<file path="config.mk">
export PLATFORM = sky130hd
export DESIGN_NAME = fir_coef_pair_loader
export DESIGN_NICKNAME = d
export VERILOG_FILES = /design/src/rtl/fir_coef_pair_loader.sv
export SDC_FILE = /design/constraint.sdc
export NUM_CORES = 1
export LEC_CHECK = 0
export ABC_AREA = 1
export CORE_MARGIN = 2
export CORE_UTILIZATION = 56
export CTS_CLUSTER_DIAMETER = 40
export CTS_CLUSTER_SIZE = 40
export DETAILED_ROUTE_END_ITERATION = 8
export PLACE_DENSITY = 0.8
export REMOVE_ABC_BUFFERS = 1
export SLEW_MARGIN = 10
export SYNTH_ARGS = -nofsm -noshare
export SYNTH_HDL_FRONTEND = slang
export SYNTH_SLANG_ARGS = --single-unit
export TNS_END_PERCENT = 50
</file>
<file path="constraint.sdc">
create_clock -name user_clk -period 2.35 [get_ports user_clk]
set_clock_uncertainty 0.1 [all_clocks]
set_input_delay 0.5875 -clock user_clk [delete_from_list [all_inputs] [get_ports user_clk]]
set_output_delay 0.5875 -clock user_clk [all_outputs]
set_load 0.02 [all_outputs]
</file>
<file path="src/rtl/fir_coef_pair_loader.sv">
// Stability-qualified, frame-aligned loader for the FIR b18/b19 coefficient pair.
// Optional macro FIR_COEF_SYM_CLAMP_EN: clamp 16'h8000 halves to 16'h8001 at the shadow load.
module fir_coef_pair_loader #(
    parameter int          STABLE_CYCLES = 4,
    parameter logic [31:0] RESET_WORD    = 32'h0000_0000,
    parameter int          CNT_W         = 8
) (
    input  logic             user_clk,
    input  logic             user_rst_n,
    input  logic [31:0]      user_data_in,
    input  logic             frame_sync,
    input  logic             load_en,
    output logic [15:0]      coef_b18,
    output logic [15:0]      coef_b19,
    output logic             coef_update,
    output logic             update_pending,
    output logic [CNT_W-1:0] update_count
);

    localparam int CW = (STABLE_CYCLES < 2) ? 1 : $clog2(STABLE_CYCLES + 1);

    typedef enum logic [1:0] {
        IDLE    = 2'd0,
        SETTLE  = 2'd1,
        PENDING = 2'd2
    } state_t;

    state_t         state;
    logic [31:0]    last_seen;
    logic [31:0]    candidate;
    logic [31:0]    shadow;
    logic [CW-1:0]  counter;

    function automatic logic [31:0] clamp_word(input logic [31:0] w);
        logic [31:0] r;
        r = w;
`ifdef FIR_COEF_SYM_CLAMP_EN
        if (w[31:16] == 16'h8000) r[31:16] = 16'h8001;
        if (w[15:0] == 16'h8000)  r[15:0]  = 16'h8001;
`endif
        return r;
    endfunction

    // candidate always holds the raw (unclamped) word, so comparisons and
    // last_seen never see the clamped value and cannot retrigger on it.
    always_ff @(posedge user_clk or negedge user_rst_n) begin
        if (!user_rst_n) begin
            state          <= IDLE;
            last_seen      <= RESET_WORD;
            candidate      <= RESET_WORD;
            shadow         <= RESET_WORD;
            counter        <= '0;
            coef_b18       <= RESET_WORD[31:16];
            coef_b19       <= RESET_WORD[15:0];
            coef_update    <= 1'b0;
            update_pending <= 1'b0;
            update_count   <= '0;
        end else begin
            coef_update <= 1'b0;
            case (state)
                IDLE: begin
                    if (user_data_in != last_seen) begin
                        candidate <= user_data_in;
                        if (STABLE_CYCLES <= 1) begin
                            shadow         <= clamp_word(user_data_in);
                            update_pending <= 1'b1;
                            state          <= PENDING;
                        end else begin
                            counter <= CW'(1);
                            state   <= SETTLE;
                        end
                    end
                end

                SETTLE: begin
                    if (user_data_in != candidate) begin
                        // Falling back to the active word abandons the update entirely.
                        candidate <= user_data_in;
                        if (user_data_in == last_seen) begin
                            counter <= '0;
                            state   <= IDLE;
                        end else begin
                            counter <= CW'(1);
                        end
                    end else if (counter == CW'(STABLE_CYCLES - 1)) begin
                        shadow         <= clamp_word(candidate);
                        update_pending <= 1'b1;
                        state          <= PENDING;
                    end else begin
                        counter <= counter + CW'(1);
                    end
                end

                PENDING: begin
                    if (frame_sync && load_en) begin
                        coef_b18       <= shadow[31:16];
                        coef_b19       <= shadow[15:0];
                        last_seen      <= candidate;
                        update_count   <= update_count + CNT_W'(1);
                        update_pending <= 1'b0;
                        coef_update    <= 1'b1;
                        counter        <= '0;
                        state          <= IDLE;
                    end else if (user_data_in != candidate) begin
                        candidate <= user_data_in;
                        if (user_data_in == last_seen) begin
                            update_pending <= 1'b0;
                            counter        <= '0;
                            state          <= IDLE;
                        end else if (STABLE_CYCLES <= 1) begin
                            shadow <= clamp_word(user_data_in);
                        end else begin
                            update_pending <= 1'b0;
                            counter        <= CW'(1);
                            state          <= SETTLE;
                        end
                    end
                end

                default: begin
                    update_pending <= 1'b0;
                    counter        <= '0;
                    state          <= IDLE;
                end
            endcase
        end
    end

endmodule

</file>
**Word level (Yosys, flattened, before mapping)**

Cells that the tools add are included.

- Output and inout bits: 42
- Bits in registers: 143

- Bitwise operators: 2
- Add/sub/neg operators: 2
- Equal/unequal tests: 14
- Reductions and logical operators: 9
- Mux-type cells: 26

Operator list:

| cell | count |
|---|---|
| $mux 32 | 3 |
| $pmux 32 s3 | 1 |
| $ne 32x32->1 | 2 |
| $eq 32x32->1 | 1 |
| $mux 3 | 5 |
| $mux 2 | 6 |
| $ne 3x3->1 const B | 4 |
| $pmux 3 s3 | 1 |
| $reduce_and 3->1 | 3 |
| $add 8x1->8 const B | 1 |
| $mux 1 | 8 |
| $ne 2x2->1 const B | 4 |
| $reduce_and 4->1 | 2 |
| $pmux 2 s3 | 1 |
| $add 3x1->3 const B | 1 |
| $eq 3x2->1 const B | 1 |
| $pmux 1 s3 | 1 |
| $reduce_bool 3->1 | 1 |
| $eq 2x1->1 const B | 1 |
| $eq 2x2->1 const B | 1 |
| $logic_not 2->1 | 1 |
| $not 1->1 | 2 |
| $reduce_and 2->1 | 1 |
| $logic_and 1x1->1 | 1 |

**Depth between registers and ports, before layout**

Gate-level depths: netlist (run 1).

- Word-level depth: 5
- Mapped depth: 14

**Worst setup path before layout (run 1)**

Ideal clock, no wire load.

- Kind: input -> register
- From: input port user_data_in[21]
- To: register candidate[21]
- Library setup time: 0.121 ns
- Arrival time: 1.653 ns
- Required time: 2.129 ns
- Stages on the path: 13
- Slack: 0.476 ns
- Cell sequence: inv_1 -> nand2_1 -> nand2_1 -> nand2_1 -> nor2_1 -> nand2_1 -> nor2_1 -> nand2_2 -> inv_2 -> nand2_1 -> nand3b_4 -> buf_2 -> o21ai_1

- Longest elaborated chain between the ends: 4
- Elaborated cells between the ends (all ways): 8

RTL lines:

| element | line | text |
|---|---|---|
| from (decl) | 10 | `input logic [31:0] user_data_in,` |
| $ne 32x32->1 | 76, 104 |  |
| $mux 32 | 76, 104 |  |
| $mux 32 | 95 | `if (frame_sync && load_en) begin` |
| $pmux 32 s3 | 60 | `case (state)` |
| to (signal assigned) | 63 | `candidate <= user_data_in;` |
| to (signal assigned) | 78 | `candidate <= user_data_in;` |
| to (signal assigned) | 105 | `candidate <= user_data_in;` |
| to (decl) | 30 | `logic [31:0] candidate;` |

Parallel ways exist; a longest one is shown, timed or not. The select of a mux whose other input is x is not followed.
A chain may end at the register's enable or synchronous reset.

**Worst setup path in the final report (run 1)**

- From: input port user_data_in[29]
- To: register shadow[13]

- Longest elaborated chain between the ends: 3

RTL lines:

| element | line | text |
|---|---|---|
| $ne 32x32->1 | 76 | `if (user_data_in != candidate) begin` |
| $not 1->1 (no line) | n/a |  |
| $reduce_and 3->1 (no line) | n/a |  |
| to (signal assigned) | 65 | `shadow <= clamp_word(user_data_in);` |
| to (signal assigned) | 86 | `shadow <= clamp_word(candidate);` |
| to (signal assigned) | 111 | `shadow <= clamp_word(user_data_in);` |
| to (decl) | 31 | `logic [31:0] shadow;` |

Every way passes these cells.

==> results.md, run 1 <==
- Number of global-route vias before repair: 5,600
- Worst-path clk slew: 0.06 ns
- Final std cells w/o fill: 1,199
- Floorplan core area: 12,100 µm²
- Routed wire per std cell: 14.6 µm
- Setup slack of the critical path after layout: 0.0854 ns
- Fraction of synthesized area in multiplexers: 0%
- Compound-Gate Fraction of Synth Area: 8.37%
- Worst Path Required: 2.56 ns
- Power density of the placed cells: 655 nW/µm²
- Fillcell total: 766
- Post-DP HPWL: 11.2 mm
- Total global-route track usage: 25.9%
- Max-cap violations: 0
- Die boundary width: 115 µm
- Cell Rows: 40
- Xor and xnor area share after synthesis: 5.56%
- Antenna violations before repair: 0
- Clock sinks: 143
- Dpl cell area: 8250 µm²
- Count of warnings emitted by yosys: 0
- Area fraction in and, or, nand and nor cells after synthesis: 24.9%
- Ratio of routed vias to standard cells: 5.10
- Clock buffer depth: 2
- DRC Markers: 0
- Highest ir drop seen on vdd: 0.467 mV
- Cell area after synthesis: 6930 µm²
- Total Die Area: 13,300 µm²
- Number of antenna-violating nets in the routed design: 0
- Pre-CTS setup slack: -0.364 ns
- Maximum operating frequency: 0.442 GHz
- Clock latency on the worst-skew pair: 0.43 ns
- Area added between synthesis and finish: 33.3%
- Total count of max-transition violations in the final report: 0
- Endpoint kind of the worst setup timing path: flop
- Number of buffers inserted during clock tree synthesis: 17
- Wire length of the first global-routing pass: 26.4 mm
- Ratio of final minimum period to clock period: 96.4%
- Worst slew margin relative to its limit: 65.8%
- Clock root cell: clkbuf_16
- Total placed cells including tap cells: 1,158
- Data arrival, critical path: 2.47 ns
- Setup Viol. Count Final: 0
- Maximum fanout count along the critical path: 15
- Worst setup SP type: input pin
- Hold Path Class: input pin to asynchronous set/reset pin
- Detailed-route via count: 6,116
- Floorplan die height: 115 µm
- Pin count of the biggest net entering global routing: 52
- Transition at the pin with the smallest max-transition slack: 0.513 ns
- Main combinational cell family by area after synthesis: simple AND/OR/NAND/NOR gates
- Ratio of cells with drive above 1 in the final layout: 12.4%
- Post-route design area: 9240 µm²
- Min Tclk post-route: 2.26 ns
- Post-Synth Adder-Cell Area: 1.26%
- Residual overflow from global routing: 0
- Total leakage power: 4.88 nW
- Library cells used by synthesis: 22
- Number of optimization iterations in the first detailed-route pass: 5
- Final hold violation count: 0
- Routed Wire Length: 17.5 mm
- Clock tree from TritonCTS: done
- Number of DRC markers after the initial detailed-route iteration: 525
- # hold bufs at CTS: 0
- Mean post-synth cell area: 7.78 µm²
- Sequential-to-total area share from yosys stat: 51.6%
- Initial core utilization: 57.5%
- Ant. Diodes: 0
- I/O pins: 78
- Run status: completed
- Weighted congestion at the end of routability-driven global placement: 0.920
- Path type of the worst setup path: input pin to flop
- Number of flip-flops and latches in the synthesized netlist: 143
- Number of buffer cells added on primary ports: 77
- Number of nets in the finished design: 1,062
- Number of instances in the synthesized netlist: 891
- Level count of the clock H-tree: 4
sequential cells by signal, indices dropped and copies added (netlist names), 2 cells and up:
register	cells
candidate	32
last_seen	32
shadow	32
coef_b18	16
coef_b19	16
update_count	8
counter	3
state	2
per-layer routing:
metal | share of wire (%) | track usage, % | vias up | wire (µm)
li1 | - | - | 2977 | -
met5 | 0 | 0 | - | 0
met1 | 44 | 34.7 | 2896 | 7650
met3 | 5.6 | 4.90 | 38 | 974
met2 | 48 | 41.8 | 205 | 8480
met4 | 2.3 | 11.1 | 0 | 410
cells by family (layout without fill, tap and decap cells):
logic type,after synthesis,in the layout
XOR/XNOR,44,44
AND/OR/NAND/NOR,437,437
adder cells (fa/ha/maj),7,7
flip-flops,143,143
AO/OA/AOI/OAI,116,116
buffers and inverters,144,284
through the flow:
step                setup TNS, ns  utilization [%]  hold slack, ns  power [mW]
global placement           -19.46             68.4           0.356        3.24
CTS                             0             73.5          0.0195        6.04
global route               -0.134             76.6          0.0486        6.27
detailed placement         -20.31             68.4           0.363        3.25
floorplan                 -190.51                -           0.192        2.92
finish                          0             76.6          0.0208        6.05
layout make-up:
class	count	area [µm²]	area share, %
Clock buffer	19	443	4.79
Clock inverter	12	168	1.81
Inverter	118	443	4.79
Multi-Input combinational cell	604	2890	31.3
Sequential cell	143	3580	38.7
Tap cell	168	210	2.28
Timing Repair Buffer	135	1510	16.3
power breakdown:
part / switching [mW] / internal (mW) / leakage [nW]
logic: 0.348 / 0.285 / 2.92
clock network: 1.01 / 1.79 / 0.306
registers: 0.0795 / 2.55 / 1.65
worst max-delay path, cell delays in order:
cell	delay (ns)
clkdlybuf4s50_1	0.53
nand2_1	0.07
nand2_1	0.10
nand2_1	0.06
nor2_1	0.10
nand2_1	0.10
nor2_4	0.15
nand3_2	0.12
nor2_4	0.24
buf_4	0.18
clkbuf_16	0.17
o21ai_1	0.07
placed cells by master, fill, tap and decap left out:
cell type | netlist | routed
nand2_1 | 342 | 341
dfrtp_1 | 143 | 143
inv_1 | 112 | 107
o21ai_0 | 76 | 76
nor2_1 | 68 | 58
clkdlybuf4s50_1 | 0 | 46
buf_4 | 7 | 41
o21ai_1 | 39 | 39
dlymetal6s2s_1 | 0 | 30
xnor2_1 | 34 | 24
clkbuf_16 | 0 | 23
nand3_1 | 13 | 13
inv_2 | 6 | 11
xnor2_2 | 0 | 10
xor2_1 | 10 | 10
nor2_2 | 0 | 9
buf_12 | 0 | 9
ha_1 | 7 | 7
nand4_1 | 6 | 6
clkinv_2 | 0 | 6
nor2_4 | 3 | 4
bufinv_16 | 0 | 4
buf_6 | 0 | 3
nand2_2 | 1 | 2
nand3_2 | 2 | 2
clkinv_4 | 0 | 2
and2_1 | 1 | 1
a21oi_1 | 1 | 1
nand3b_4 | 1 | 1
clkbuf_8 | 0 | 1
clkbuf_1 | 14 | 1
final timing paths:
path	startpoint	to	slack (ns)	cells after the start
min in group user_clk	update_count[7]	update_count[7]	0.37	1
setup reg to reg	candidate[18]	shadow[13]	0.13	10
max in group asynchronous	user_rst_n	coef_b18[1]	1.57	2
hold reg to reg	update_count[7]	update_count[7]	0.37	1
setup / recovery	user_data_in[29]	shadow[13]	0.09	12
hold / removal	user_rst_n	candidate[11]	0.02	1
cell usage after synthesis:
library cell	n	area, µm²
nand2_1	342	1280
dfrtp_1	143	3580
inv_1	112	420
o21ai_0	76	380
nor2_1	68	255
o21ai_1	39	195
xnor2_1	34	298
clkbuf_1	14	52.6
nand3_1	13	65.1
xor2_1	10	87.6
buf_4	7	52.6
ha_1	7	87.6
inv_2	6	22.5
nand4_1	6	37.5
buf_2	3	15.0
nor2_4	3	33.8
clkbuf_2	2	10.0
nand3_2	2	20.0
a21oi_1	1	5.00
and2_1	1	6.26
nand2_2	1	6.26
nand3b_4	1	20.0
repair_timing:
item / in CTS / in global routing
setup endpoints to repair: 0 / 66
buffers inserted: 0 / 3
resized for setup: 0 / 55
(Power assumes the default switching activity.)
==> inputs of run 2 (changes only) <==
--- a/constraint.sdc
+++ b/constraint.sdc
@@ -4,2 +4,2 @@
 set_output_delay 0.5875 -clock user_clk [all_outputs]
-set_load 0.02 [all_outputs]
+set_load 0.1 [all_outputs]
==> run 2 against run 1 <==
  * First-iteration DRC count up 20%
  * Via count shrank 0.88%
  * Cell count hardly changed
  * Critical path type is now flop to flop
  * Largest cell class unchanged
==> results.md, run 2 (synthesized netlist as in run 1, its figures left out) <==
- Run status: completed
- Worst Path Required: 2.60 ns
- Routed Wire Length: 17.4 mm
- Clock sinks: 143
- DRC Markers: 0
- Count of cells along the worst hold path: 1
- Sum Neg Setup Slack: 0 ns
- Pin count of the biggest net entering global routing: 57
- Number of optimization iterations in the first detailed-route pass: 6
- Total Die Area: 13,300 µm²
- Number of DRC markers after the initial detailed-route iteration: 628
- Min Tclk post-route: 2.15 ns
- Maximum fanout count along the critical path: 15
- Post-DP HPWL: 11.2 mm
- Hold wc startpoint: update_count[7]
- Level count of the clock H-tree: 4
- End of the worst register-to-register path: shadow[20]
- Ratio of cells with drive above 1 in the final layout: 16.9%
- Max-cap violations: 0
- Number of buffers inserted during clock tree synthesis: 17
- Highest ir drop seen on vdd: 0.498 mV
- Initial core utilization: 57.5%
- Worst slew margin relative to its limit: 74.4%
- Transition at the pin with the smallest max-transition slack: 0.384 ns
- Most common cell after layout, fill and taps aside: nand2_1
- Residual overflow from global routing: 0
- Number of buffer cells added on primary ports: 77
- Number of nets in the finished design: 1,062
- Floorplan die height: 115 µm
- Clock buffer depth: 2
- Die boundary width: 115 µm
- Detailed-route via count: 6,062
- Total placed cells including tap cells: 1,157
- Worst-path clk slew: 0.06 ns
- Ratio of final minimum period to clock period: 91.3%
- Registers with the highest flip-flop counts: candidate: 32 flops, last_seen: 32 flops, shadow: 32 flops
- Weighted congestion at the end of routability-driven global placement: 0.902
- Ratio of routed vias to standard cells: 5.05
- Final hold violation count: 0
- Clock root cell: clkbuf_16
- Ant. Diodes: 0
- FF-to-FF setup slack: 0.20 ns
- Routed wire per std cell: 14.5 µm
- Highest-count cells in the layout ignoring fill and taps: nand2_1, dfrtp_1, inv_1
- Terminating pin of the worst hold path: update_count[7]
- Clock tree from TritonCTS: done
- Total leakage power: 4.95 nW
- Setup repair after global routing missed its margin: false
- Power density of the placed cells: 667 nW/µm²
- Antenna violations before repair: 0
- Wire length of the first global-routing pass: 27.3 mm
- Endpoint kind of the worst setup timing path: flop
- Total count of max-transition violations in the final report: 0
- Area added between synthesis and finish: 31.4%
- Final std cells w/o fill: 1,200
- Worst setup SP type: flop
- Data arrival, critical path: 2.40 ns
- Critical register-to-register path startpoint: candidate[14]
- Clock latency on the worst-skew pair: 0.43 ns
- Cell Rows: 40
- Path type of the worst setup path: flop to flop
- I/O pins: 78
- Maximum operating frequency: 0.466 GHz
- Setup Viol. Count Final: 0
- Floorplan core area: 12,100 µm²
- Total global-route track usage: 26.8%
- Number of antenna-violating nets in the routed design: 0
- Hold Path Class: flop to flop
- Worst reg2reg path depth: 12
- Number of global-route vias before repair: 5,797
[run 2: cell types whose count changed in the layout (fill, tap and decap cells not counted), sizes merged]
cell	before	now
dlygate4sd3	0	1
dlymetal6s2s	30	32
clkbuf	25	30
clkdlybuf4s50	46	2
clkinvlp	0	3
clkinv	8	2
buf	53	95
bufinv	4	1
inv	118	119
[run 2: critical path, cell delays in order, from the launching register on]
cell       delay [ns]
dfrtp_1          0.44
xnor2_1          0.23
buf_4            0.16
nand2_1          0.05
nor2_1           0.09
nand2_1          0.10
nor2_4           0.16
nand3_2          0.11
nor2_4           0.20
buf_4            0.16
clkbuf_16        0.16
nand2_1          0.05
o21ai_1          0.07
[run 2: per-stage QoR]
stage	worst slack, ns	instance area [µm²]	power [mW]	utilization [%]	hold WS (ns)
6_report	0.204	9110	6.08	75.5	0.368
5_1_grt	0.0917	9110	6.28	75.5	0.386
4_1_cts	0.0387	8730	6.05	72.4	0.374
3_5_place_dp	-0.355	8130	3.41	67.4	0.360
3_3_place_gp	-0.296	8130	3.39	67.4	0.359
2_1_floorplan	-2.49	6800	3.08	-	0.192
[run 2: report_power, final]
group | total (mW) | internal, mW | switching (mW)
Combinational | 0.791 | 0.277 | 0.515
Clock | 2.66 | 1.63 | 1.03
Sequential | 2.63 | 2.55 | 0.0797
[run 2: what timing repair did]
| action | in CTS | in global routing |
|---|---|---|
| hold endpoints to repair | 38 | 0 |
| gates resized for setup | 0 | 61 |
| setup endpoints to repair | 0 | 69 |
| hold buffers | 1 | 0 |
| setup buffers | 0 | 4 |
[run 2: worst max-delay path by stage]
stage                      from            end  slack, ns  depth (start not counted)
3_5_place_dp   user_data_in[25]     shadow[27]      -0.36                         11
3_3_place_gp   user_data_in[20]     counter[1]      -0.30                         13
4_1_cts        user_data_in[28]      shadow[8]       0.04                         11
5_1_grt                state[0]  candidate[11]       0.09                          9
6_report          candidate[14]     shadow[20]       0.20                         12
2_1_floorplan          state[0]   candidate[0]      -2.49                          8
[run 2: per-layer routing]
layer / global-route usage [%] / up-vias / routed length [µm]
met2: 44.0 / 207 / 8510
met5: 0 / - / 0
li1: - / 2974 / -
met1: 35.9 / 2838 / 7590
met3: 5.01 / 43 / 846
met4: 9.32 / 0 / 429
[run 2: layout make-up]
| class | count | area, µm² |
|---|---|---|
| fill | 835 | 2950 |
| tap | 168 | 210 |
| timing repair buffer | 135 | 1360 |
| clock inverter | 7 | 75.1 |
| inverter | 118 | 443 |
| clock buffer | 25 | 515 |
| sequential | 143 | 3580 |
| multi-input combinational | 604 | 2920 |
==> inputs of run 3 (changes only) <==
- GPL_TIMING_DRIVEN: not set -> 0
- RECOVER_POWER: not set -> 50
==> run 3 against run 2 <==
  * The flow now finishes with violations (capacitance limit, slew limit)
  * Critical path depth is 2 higher
  * Hold slack worse by 0.0054 ns
  * Non-clock buffer count is 36 lower
  * Via count is 0.20% higher
  * Critical path type is now input pin to flop
  * Largest cell class unchanged
==> results.md, run 3 (synthesized netlist as in run 1, its figures left out) <==
- DRC Markers: 0
- Routed wire per std cell: 15.5 µm
- Initial core utilization: 57.5%
- Clock buffer depth: 2
- Pre-CTS setup slack: -0.964 ns
- Clock sinks: 143
- Detailed-route via count: 6,074
- Pin count of the biggest net entering global routing: 75
- Run status: complete, but fails checks
- Register share of total power: 40.8%
- Number of global-route vias before repair: 5,842
- Worst slew margin relative to its limit: -17.2%
- # hold bufs at CTS: 0
- Clock latency on the worst-skew pair: 0.43 ns
- Failing checks: capacitance limit, slew limit
- Final hold violation count: 0
- Total Die Area: 13,300 µm²
- Setup repair after global routing missed its margin: true
- Fillcell total: 844
- Worst Setup SP: user_data_in[4]
- Endpoint kind of the worst setup timing path: flop
- Highest ir drop seen on vdd: 0.478 mV
- Transition at the pin with the smallest max-transition slack: 1.76 ns
- Path type of the worst setup path: input pin to flop
- Internal power summed over all cells: 4.78 mW
- Total count of max-transition violations in the final report: 70
- Cell Rows: 40
- Highest-count cells in the layout ignoring fill and taps: nand2_1, dfrtp_1, inv_1
- Number of buffer cells added on primary ports: 77
- Hold Path Class: flop to flop
- Number of antenna-violating nets in the routed design: 0
- Ratio of final minimum period to clock period: 99.4%
- Data arrival, critical path: 2.58 ns
- Post-DP HPWL: 10.1 mm
- Combinational share of power: 11.2%
- Number of DRC markers after the initial detailed-route iteration: 641
- Fin Hold WS: 0.362 ns
- Number of nets in the finished design: 1,035
- Registers with the highest flip-flop counts: candidate: 32 flops, last_seen: 32 flops, shadow: 32 flops
- Net switching fraction of the power: 25.5%
- Hold wc startpoint: coef_b19[7]
- Proportion of power drawn by the clock network: 48.0%
- Worst-path clk slew: 0.06 ns
- Max-cap violations: 1
- Maximum fanout count along the critical path: 8
- Antenna violations before repair: 0
- Worst Path Required: 2.59 ns
- Worst setup SP type: input pin
- Routed Wire Length: 18.2 mm
- Ant. Diodes: 0
- Ratio of cells with drive above 1 in the final layout: 10.7%
- Critical register-to-register path startpoint: state[0]
- Wire length of the first global-routing pass: 28.9 mm
- Die boundary width: 115 µm
- Maximum operating frequency: 0.428 GHz
- Floorplan die height: 115 µm
- Floorplan core area: 12,100 µm²
- Setup slack of the critical path after layout: 0.0142 ns
- Ratio of routed vias to standard cells: 5.18
- Residual overflow from global routing: 0
- Power dissipated by switching net loads: 1.64 mW
- Level count of the clock H-tree: 4
- Number of optimization iterations in the first detailed-route pass: 5
- Total global-route track usage: 28.8%
- Power density of the placed cells: 711 nW/µm²
- Min Tclk post-route: 2.34 ns
- Total placed cells including tap cells: 1,114
- Final std cells w/o fill: 1,173
- Total leakage power: 4.77 nW
- I/O pins: 78
- Number of buffers inserted during clock tree synthesis: 17
- Weighted congestion at the end of routability-driven global placement: 0.862
- Clock root cell: clkbuf_16
- Area added between synthesis and finish: 30.4%
- Most common cell after layout, fill and taps aside: nand2_1
- Sum Neg Setup Slack: 0 ns
- Clock tree from TritonCTS: done
- Setup Viol. Count Final: 0
-- run 3: cell type report --
class	count	area, µm²	share of cell area (%)
timing repair buffer	99	1030	11.4
sequential	143	3580	39.6
clock inverter	14	235	2.60
multi-input combinational	613	3100	34.3
clock buffer	18	439	4.86
tap	168	210	2.33
inverter	118	448	4.96
-- run 3: final timing paths --
path                            slack (ns)  depth (start not counted)         endpoint
min in group asynchronous             0.53                          1  update_count[4]
worst max-delay path                  0.01                         14    candidate[16]
max in group asynchronous             0.54                          2       shadow[26]
worst min-delay path                  0.36                          2      coef_b19[7]
worst min register to register        0.36                          2      coef_b19[7]
worst max register to register        0.09                          9    candidate[16]
-- run 3: layer usage --
metal	vias to the layer above	share of wire (%)	GRT usage [%]
met1	2848	42	38.1
met5	-	0	0
met3	62	7.9	6.85
met4	0	4.5	15.3
met2	221	45	44.5
li1	2943	-	-
-- run 3: timing repair --
| action | in CTS | in global routing |
|---|---|---|
| endpoints found under the setup margin | 115 | 92 |
| cloned | 10 | 0 |
| pin swaps | 7 | 9 |
| resized for setup | 83 | 59 |
| setup buffers | 10 | 7 |
-- run 3: per-stage QoR --
| step | power (mW) | utilization (%) | area [µm²] |
|---|---|---|---|
| global placement | 3.34 | 64.5 | 7780 |
| finish | 6.42 | 74.9 | 9040 |
| detailed placement | 3.35 | 65.3 | 7880 |
| global route | 6.65 | 74.9 | 9040 |
| CTS | 6.43 | 73.5 | 8860 |
| floorplan | 3.08 | - | 6800 |
-- run 3: critical path, cell delays in order --
cell and delay [ns]:
clkdlybuf4s50_1 0.45, inv_1 0.12, nand2_1 0.06, nand2_1 0.10
nand2_1 0.08, nor2_1 0.15, nand2_1 0.09, nor2_2 0.16
nand2_2 0.13, inv_4 0.11, nand2_8 0.12, nand3b_4 0.20
nand2_1 0.11, o21ai_0 0.10
-- run 3: power by group through the flow --
stage	clock network [mW]	logic, mW	registers (mW)
floorplan	0	0.243	2.84
global placement	0	0.676	2.66
detailed placement	0	0.692	2.66
CTS	3.11	0.701	2.62
global route	3.24	0.782	2.63
finish	3.08	0.721	2.62
